`config.mk`:
```
export PLATFORM = sky130hd
export DESIGN_NAME = mem_access_ctrl
export DESIGN_NICKNAME = d
export VERILOG_FILES = /design/src/rtl/mem_access_ctrl.sv
export SDC_FILE = /design/constraint.sdc
export NUM_CORES = 1
export LEC_CHECK = 0
export ABC_CLOCK_PERIOD_IN_PS = 2350
export CORE_MARGIN = 2
export CORE_UTILIZATION = 44
export DETAILED_ROUTE_END_ITERATION = 12
export PLACE_DENSITY_LB_ADDON = 0.25
export SLEW_MARGIN = 40
export SYNTH_ARGS = -nofsm -noshare
export SYNTH_HDL_FRONTEND = slang
export SYNTH_SLANG_ARGS = --single-unit
export TNS_END_PERCENT = 5
```
`constraint.sdc`:
```
create_clock -name Clock -period 2.35 [get_ports Clock]
set_clock_uncertainty 0.05 [all_clocks]
set_input_delay 0.235 -clock Clock [delete_from_list [all_inputs] [get_ports Clock]]
set_output_delay 0.235 -clock Clock [all_outputs]
set_load 0.02 [all_outputs]
```
`src/rtl/mem_access_ctrl.sv`:
```
`default_nettype none
// ============================================================================
// Module   : mem_access_ctrl
// Purpose  : CPU-side initiator for a single-port memory with a 1-cycle
//            registered read. Arbitrates instruction fetches against LD/SD
//            data accesses (data wins) and, for an MVI fetch, reads the
//            following immediate word so the CPU gets instr+imm in one
//            handshake.
// Ports    : Clock, Resetn        - clock, async active-low reset
//            fetch_req/fetch_pc   - fetch request (level) and address
//            fetch_ack            - 1-cycle pulse, instr/imm/imm_valid valid
//            instr/imm/imm_valid  - fetched instruction, immediate, MVI flag
//            dreq/dwe/daddr/dwdata- data request (level), store flag, addr, data
//            dack/drdata          - 1-cycle pulse, load data
//            busy                 - high whenever the FSM is not idle
//            mem_addr/mem_data/mem_wr_en - registered memory port outputs
//            mem_q                - memory read data (1 cycle after mem_addr)
// Revision : 1.0 - initial release
// ============================================================================
module mem_access_ctrl #(
  parameter int          DATA_W  = 16,
  parameter int          ADDR_W  = 5,
  parameter int          OPC_W   = 4,
  parameter logic [OPC_W-1:0] MVI_OPC = 4'b1111
) (
  input  logic              Clock,
  input  logic              Resetn,
  input  logic              fetch_req,
  input  logic [ADDR_W-1:0] fetch_pc,
  output logic              fetch_ack,
  output logic [DATA_W-1:0] instr,
  output logic [DATA_W-1:0] imm,
  output logic              imm_valid,
  input  logic              dreq,
  input  logic              dwe,
  input  logic [ADDR_W-1:0] daddr,
  input  logic [DATA_W-1:0] dwdata,
  output logic              dack,
  output logic [DATA_W-1:0] drdata,
  output logic              busy,
  output logic [ADDR_W-1:0] mem_addr,
  output logic [DATA_W-1:0] mem_data,
  output logic              mem_wr_en,
  input  logic [DATA_W-1:0] mem_q
);

  localparam logic [2:0] S_IDLE  = 3'd0;
  localparam logic [2:0] S_RD_A  = 3'd1;
  localparam logic [2:0] S_RD_C  = 3'd2;
  localparam logic [2:0] S_IMM_A = 3'd3;
  localparam logic [2:0] S_IMM_C = 3'd4;
  localparam logic [2:0] S_WR    = 3'd5;
  localparam logic [2:0] S_ACK   = 3'd6;

  logic [2:0]        state_q, state_d;
  logic              is_fetch_q, is_fetch_d;   // kind of the accepted read
  logic              fetch_ack_q, fetch_ack_d;
  logic              dack_q, dack_d;
  logic [DATA_W-1:0] instr_q, instr_d;
  logic [DATA_W-1:0] imm_q, imm_d;
  logic              imm_valid_q, imm_valid_d;
  logic [DATA_W-1:0] drdata_q, drdata_d;
  logic              busy_q, busy_d;
  logic [ADDR_W-1:0] mem_addr_q, mem_addr_d;
  logic [DATA_W-1:0] mem_data_q, mem_data_d;
  logic              mem_wr_en_q, mem_wr_en_d;

  logic              is_mvi;
  assign is_mvi = (mem_q[DATA_W-1 -: OPC_W] == MVI_OPC);

  // State register plus all registered outputs
  always_ff @(posedge Clock or negedge Resetn) begin
    if (!Resetn) begin
      state_q     <= S_IDLE;
      is_fetch_q  <= 1'b0;
      fetch_ack_q <= 1'b0;
      dack_q      <= 1'b0;
      instr_q     <= '0;
      imm_q       <= '0;
      imm_valid_q <= 1'b0;
      drdata_q    <= '0;
      busy_q      <= 1'b0;
      mem_addr_q  <= '0;
      mem_data_q  <= '0;
      mem_wr_en_q <= 1'b0;
    end else begin
      state_q     <= state_d;
      is_fetch_q  <= is_fetch_d;
      fetch_ack_q <= fetch_ack_d;
      dack_q      <= dack_d;
      instr_q     <= instr_d;
      imm_q       <= imm_d;
      imm_valid_q <= imm_valid_d;
      drdata_q    <= drdata_d;
      busy_q      <= busy_d;
      mem_addr_q  <= mem_addr_d;
      mem_data_q  <= mem_data_d;
      mem_wr_en_q <= mem_wr_en_d;
    end
  end

  // Next-state logic
  always_comb begin
    state_d = state_q;
    case (state_q)
      S_IDLE: begin
        if (dreq)           state_d = dwe ? S_WR : S_RD_A;
        else if (fetch_req) state_d = S_RD_A;
      end
      S_RD_A:  state_d = S_RD_C;
      S_RD_C:  state_d = (is_fetch_q && is_mvi) ? S_IMM_A : S_ACK;
      S_IMM_A: state_d = S_IMM_C;
      S_IMM_C: state_d = S_ACK;
      S_WR:    state_d = S_ACK;
      S_ACK:   state_d = S_IDLE;
      default: state_d = S_IDLE;
    endcase
  end

  // Output logic: computes the next value of every registered output.
  // Ack pulses are only raised on the transition into ACK, so the default
  // of zero ends them after exactly one cycle.
  always_comb begin
    is_fetch_d  = is_fetch_q;
    fetch_ack_d = 1'b0;
    dack_d      = 1'b0;
    instr_d     = instr_q;
    imm_d       = imm_q;
    imm_valid_d = imm_valid_q;
    drdata_d    = drdata_q;
    mem_addr_d  = mem_addr_q;
    mem_data_d  = mem_data_q;
    mem_wr_en_d = mem_wr_en_q;
    busy_d      = (state_d != S_IDLE);
    case (state_q)
      S_IDLE: begin
        if (dreq) begin
          is_fetch_d  = 1'b0;
          mem_addr_d  = daddr;
          if (dwe) begin
            mem_data_d  = dwdata;
            mem_wr_en_d = 1'b1;
          end else begin
            mem_wr_en_d = 1'b0;
          end
        end else if (fetch_req) begin
          is_fetch_d  = 1'b1;
          mem_addr_d  = fetch_pc;
          mem_wr_en_d = 1'b0;
        end
      end
      S_RD_C: begin
        if (is_fetch_q) begin
          instr_d = mem_q;
          if (is_mvi) begin
            // mem_addr still holds the fetch pc; next word wraps naturally
            mem_addr_d = mem_addr_q + ADDR_W'(1);
          end else begin
            imm_d       = '0;
            imm_valid_d = 1'b0;
            fetch_ack_d = 1'b1;
          end
        end else begin
          drdata_d = mem_q;
          dack_d   = 1'b1;
        end
      end
      S_IMM_C: begin
        imm_d       = mem_q;
        imm_valid_d = 1'b1;
        fetch_ack_d = 1'b1;
      end
      S_WR: begin
        mem_wr_en_d = 1'b0;
        dack_d      = 1'b1;
      end
      default: ;
    endcase
  end

  assign fetch_ack = fetch_ack_q;
  assign dack      = dack_q;
  assign instr     = instr_q;
  assign imm       = imm_q;
  assign imm_valid = imm_valid_q;
  assign drdata    = drdata_q;
  assign busy      = busy_q;
  assign mem_addr  = mem_addr_q;
  assign mem_data  = mem_data_q;
  assign mem_wr_en = mem_wr_en_q;

endmodule
`default_nettype wire

```
==> impl_metrics.json <==
{
  "status": "finished clean",
  "crit_type": "reg -> reg",
  "yosysUniqueCellTypes": 38,
  "worstSetupStartpoint": "state_q[1]",
  "post-route-period-util_pct": 81.1,
  "rows": 31,
  "cts.clk_slew.worst_paths_ns": 0.08,
  "ios": 121,
  "synth_seq_cells": 78,
  "yosys.area.top_type": "dfrtp_1",
  "cp_num_buf_inv": 0,
  "num_vias": 2404,
  "die_h_um": 89.3,
  "syn_to_final_growth_pct": 48.4,
  "syn_nets": 294,
  "crit_family": "simple AND/OR/NAND/NOR gates",
  "ctsRootBufferMaster": "clkbuf_8",
  "p_int_mw": 4.37,
  "synth_warnings": 0,
  "hold_viol_final": 0,
  "syn_area_um2": 3200,
  "powerDensity_nw_per_um2": 1480,
  "switching_power_mw": 2.66,
  "path_cells": "nor2b_1, nand2b_1, nor2_4, mux2_1",
  "grt_first_pass_wirelength_um": 11500,
  "synth_compound_area_share_pct": 7.94,
  "drt_iter0_markers": 78,
  "avgViaCountPerCell": 5.03,
  "grt_pass1_vias": 2432,
  "clk_latency_ns": 0.34,
  "ant_nets": 0,
  "io_buffers": 120,
  "synth_top_family_by_area": "multiplexers",
  "critPathArrivalTime_ns": 2.08,
  "synth-adder-area-share_pct": 0.391,
  "seqPwrFrac_pct": 34.7,
  "htreeDepth": 3,
  "timing.fmax_mhz": 525,
  "gp_congestion": 0.781,
  "cp.required_ns": 2.52,
  "maxSlewHeadroom_pct": 52.2,
  "grt_max_degree": 50,
  "critPathMaxStageDelay_ns": 0.51,
  "r2r_setup_slack_ns": 0.44,
  "rsz0062_at_grt": "false",
  "ys_seq_area_share_pct": 61.0,
  "cp_max_fo": 17,
  "netlist_instances": 246,
  "worstSetupStartpointType": "register",
  "antenna_cells": 0,
  "overflow": 0,
  "synth_xor_area_share_pct": 0,
  "min_path_type": "in -> async",
  "fp.coreArea_um2": 7140,
  "drt_wl_total_um": 7170,
  "fin_nets": 422,
  "final_max_slew_viol_count": 0,
  "dp_cells": 461,
  "muxShareOfSynthArea_pct": 18.3,
  "end_kind": "register",
  "drc": 0,
  "worstReg2RegStart": "state_q[1]",
  "die_area_um2": 7970,
  "setup-violations-final": 0,
  "drive_above_1_share_pct": 9.23,
  "tightest_slew_ns": 0.716,
  "power.share.switching_pct": 37.9,
  "ir_drop_v": 0.000763,
  "synth-simple-area-share_pct": 10.4,
  "p_clk_share_pct": 15.9,
  "leakage_nw": 2.00,
  "maxCapViolCount": 0,
  "clkSinkCount": 78,
  "die_x_um": 89.3,
  "stdcell_count": 478,
  "power_frac_comb_pct": 49.4,
  "cts_made_buffers": 9,
  "start_util_pct": 44.8,
  "avgSynthCellArea_um2": 13.0,
  "fin_crit_ns": 1.91,
  "setup-tns-final_ns": 0,
  "synth_area_leaders": "dfrtp_1, mux2_1, nand2_1",
  "gr-usage-all-layers_pct": 19.1,
  "finalPower_mw": 7.03,
  "drt-pass1-iter-count": 4,
  "clock_path_buffers": 2,
  "antenna_found_initial": 0,
  "hpwl_um": 5090,
  "cts_tree": "done",
  "crit_slowest_cell": "dfrtp_1",
  "yosysTopAreaCellShare_pct": 61.0,
  "wl_per_cell_um": 15.0
}
layout by cell type, fill, tap and decap left out, types with 4 or more instances in the layout:
master	count
clkdlybuf4s50_1	119
dfrtp_1	78
mux2_1	48
nand2_1	37
o21ai_1	20
clkbuf_8	10
buf_4	6
nand2b_1	5
nor2_1	5
a21oi_1	4
path summary, 6_finish.rpt:
check,endpoint,cells past startpoint
setup reg to reg,drdata[0],4
min in group Clock,imm[11],3
setup / recovery,drdata[0],4
hold / removal,drdata[8],2
max in group asynchronous,imm[1],3
hold reg to reg,drdata[7],1
cells by family after synthesis:
group,Yosys count
DFF,78
muxes,52
adders and majority gates,1
AOI/OAI and AO/OA,41
buffers and inverters,11
and+or+nand+nor,63
worst reg2reg max path, delay by kind of cell (launching register included):
family        cells  cell delay (ns)
simple gates      3             0.85
flops             1             0.51
mux               1             0.38
cell type report:
cell class / instances / area [um^2]
inverters: 1 / 3.75
repair buffers: 127 / 1270
clock inverters: 6 / 83.8
well taps: 99 / 124
flip-flops and latches: 78 / 1950
fillers: 589 / 2390
multi-input cells: 157 / 1180
clock buffers: 10 / 138
layer usage:
layer	routed length (um)	part of all wire, %	vias to the layer above	global-route usage, %
li1	-	-	1130	-
met1	3150	44	1177	24.4
met2	3470	48	89	31.2
met3	462	6.4	8	4.52
met4	89	1.2	0	8.14
met5	0	0	-	0
flip-flops by register name, summed over array words and instances (netlist names):
| name | count |
|---|---|
| drdata | 16 |
| imm | 16 |
| instr | 16 |
| mem_data | 16 |
| mem_addr | 5 |
| state_q | 3 |
| busy | 1 |
| dack | 1 |
| fetch_ack | 1 |
| imm_valid | 1 |
| is_fetch_q | 1 |
| mem_wr_en | 1 |
power by group through the flow:
stage | Clock, mW | Combinational [mW] | Sequential (mW)
after global placement | 0 | 3.45 | 2.43
after floorplan | 0 | 1.15 | 3.16
final | 1.12 | 3.47 | 2.44
after detailed placement | 0 | 3.51 | 2.47
after global routing | 1.19 | 3.75 | 2.52
after CTS | 1.14 | 3.52 | 2.45
repair_timing:
| item | in CTS | in global routing |
|---|---|---|
| resized for setup | 0 | 0 |
| hold buffers | 1 | 0 |
| hold endpoints to repair | 48 | 0 |
| buffers inserted | 0 | 0 |
| setup endpoints to repair | 0 | 0 |
metrics by stage:
step / instance area [um^2] / setup slack (ns) / hold slack [ns] / utilization, %
6_report: 4750 / 0.444 / 0.389 / 66.5
5_1_grt: 4750 / 0.279 / 0.430 / 66.5
4_1_cts: 4750 / 0.401 / 0.414 / 66.5
3_5_place_dp: 4520 / 0.365 / 0.248 / 63.3
3_3_place_gp: 4520 / 0.416 / 0.252 / 63.3
2_1_floorplan: 3200 / 0.707 / -0.111 / -
Yosys cell counts (all sizes together):
library cell	instances
a211o	1
a21o	1
a21oi	4
a22oi	1
a2bb2oi	1
a31o	2
a32o	1
and4	1
buf	8
clkbuf	2
dfrtp	78
ha	1
inv	1
mux2	51
mux2i	1
nand2	37
nand2b	5
nand3	3
nand4	3
nand4bb	1
nor2	7
nor2b	3
nor3	1
nor3b	1
o21a	1
o21ai	23
o221a	1
o22ai	4
o32ai	1
or3	1
Power figures use the tool's default switching activity.
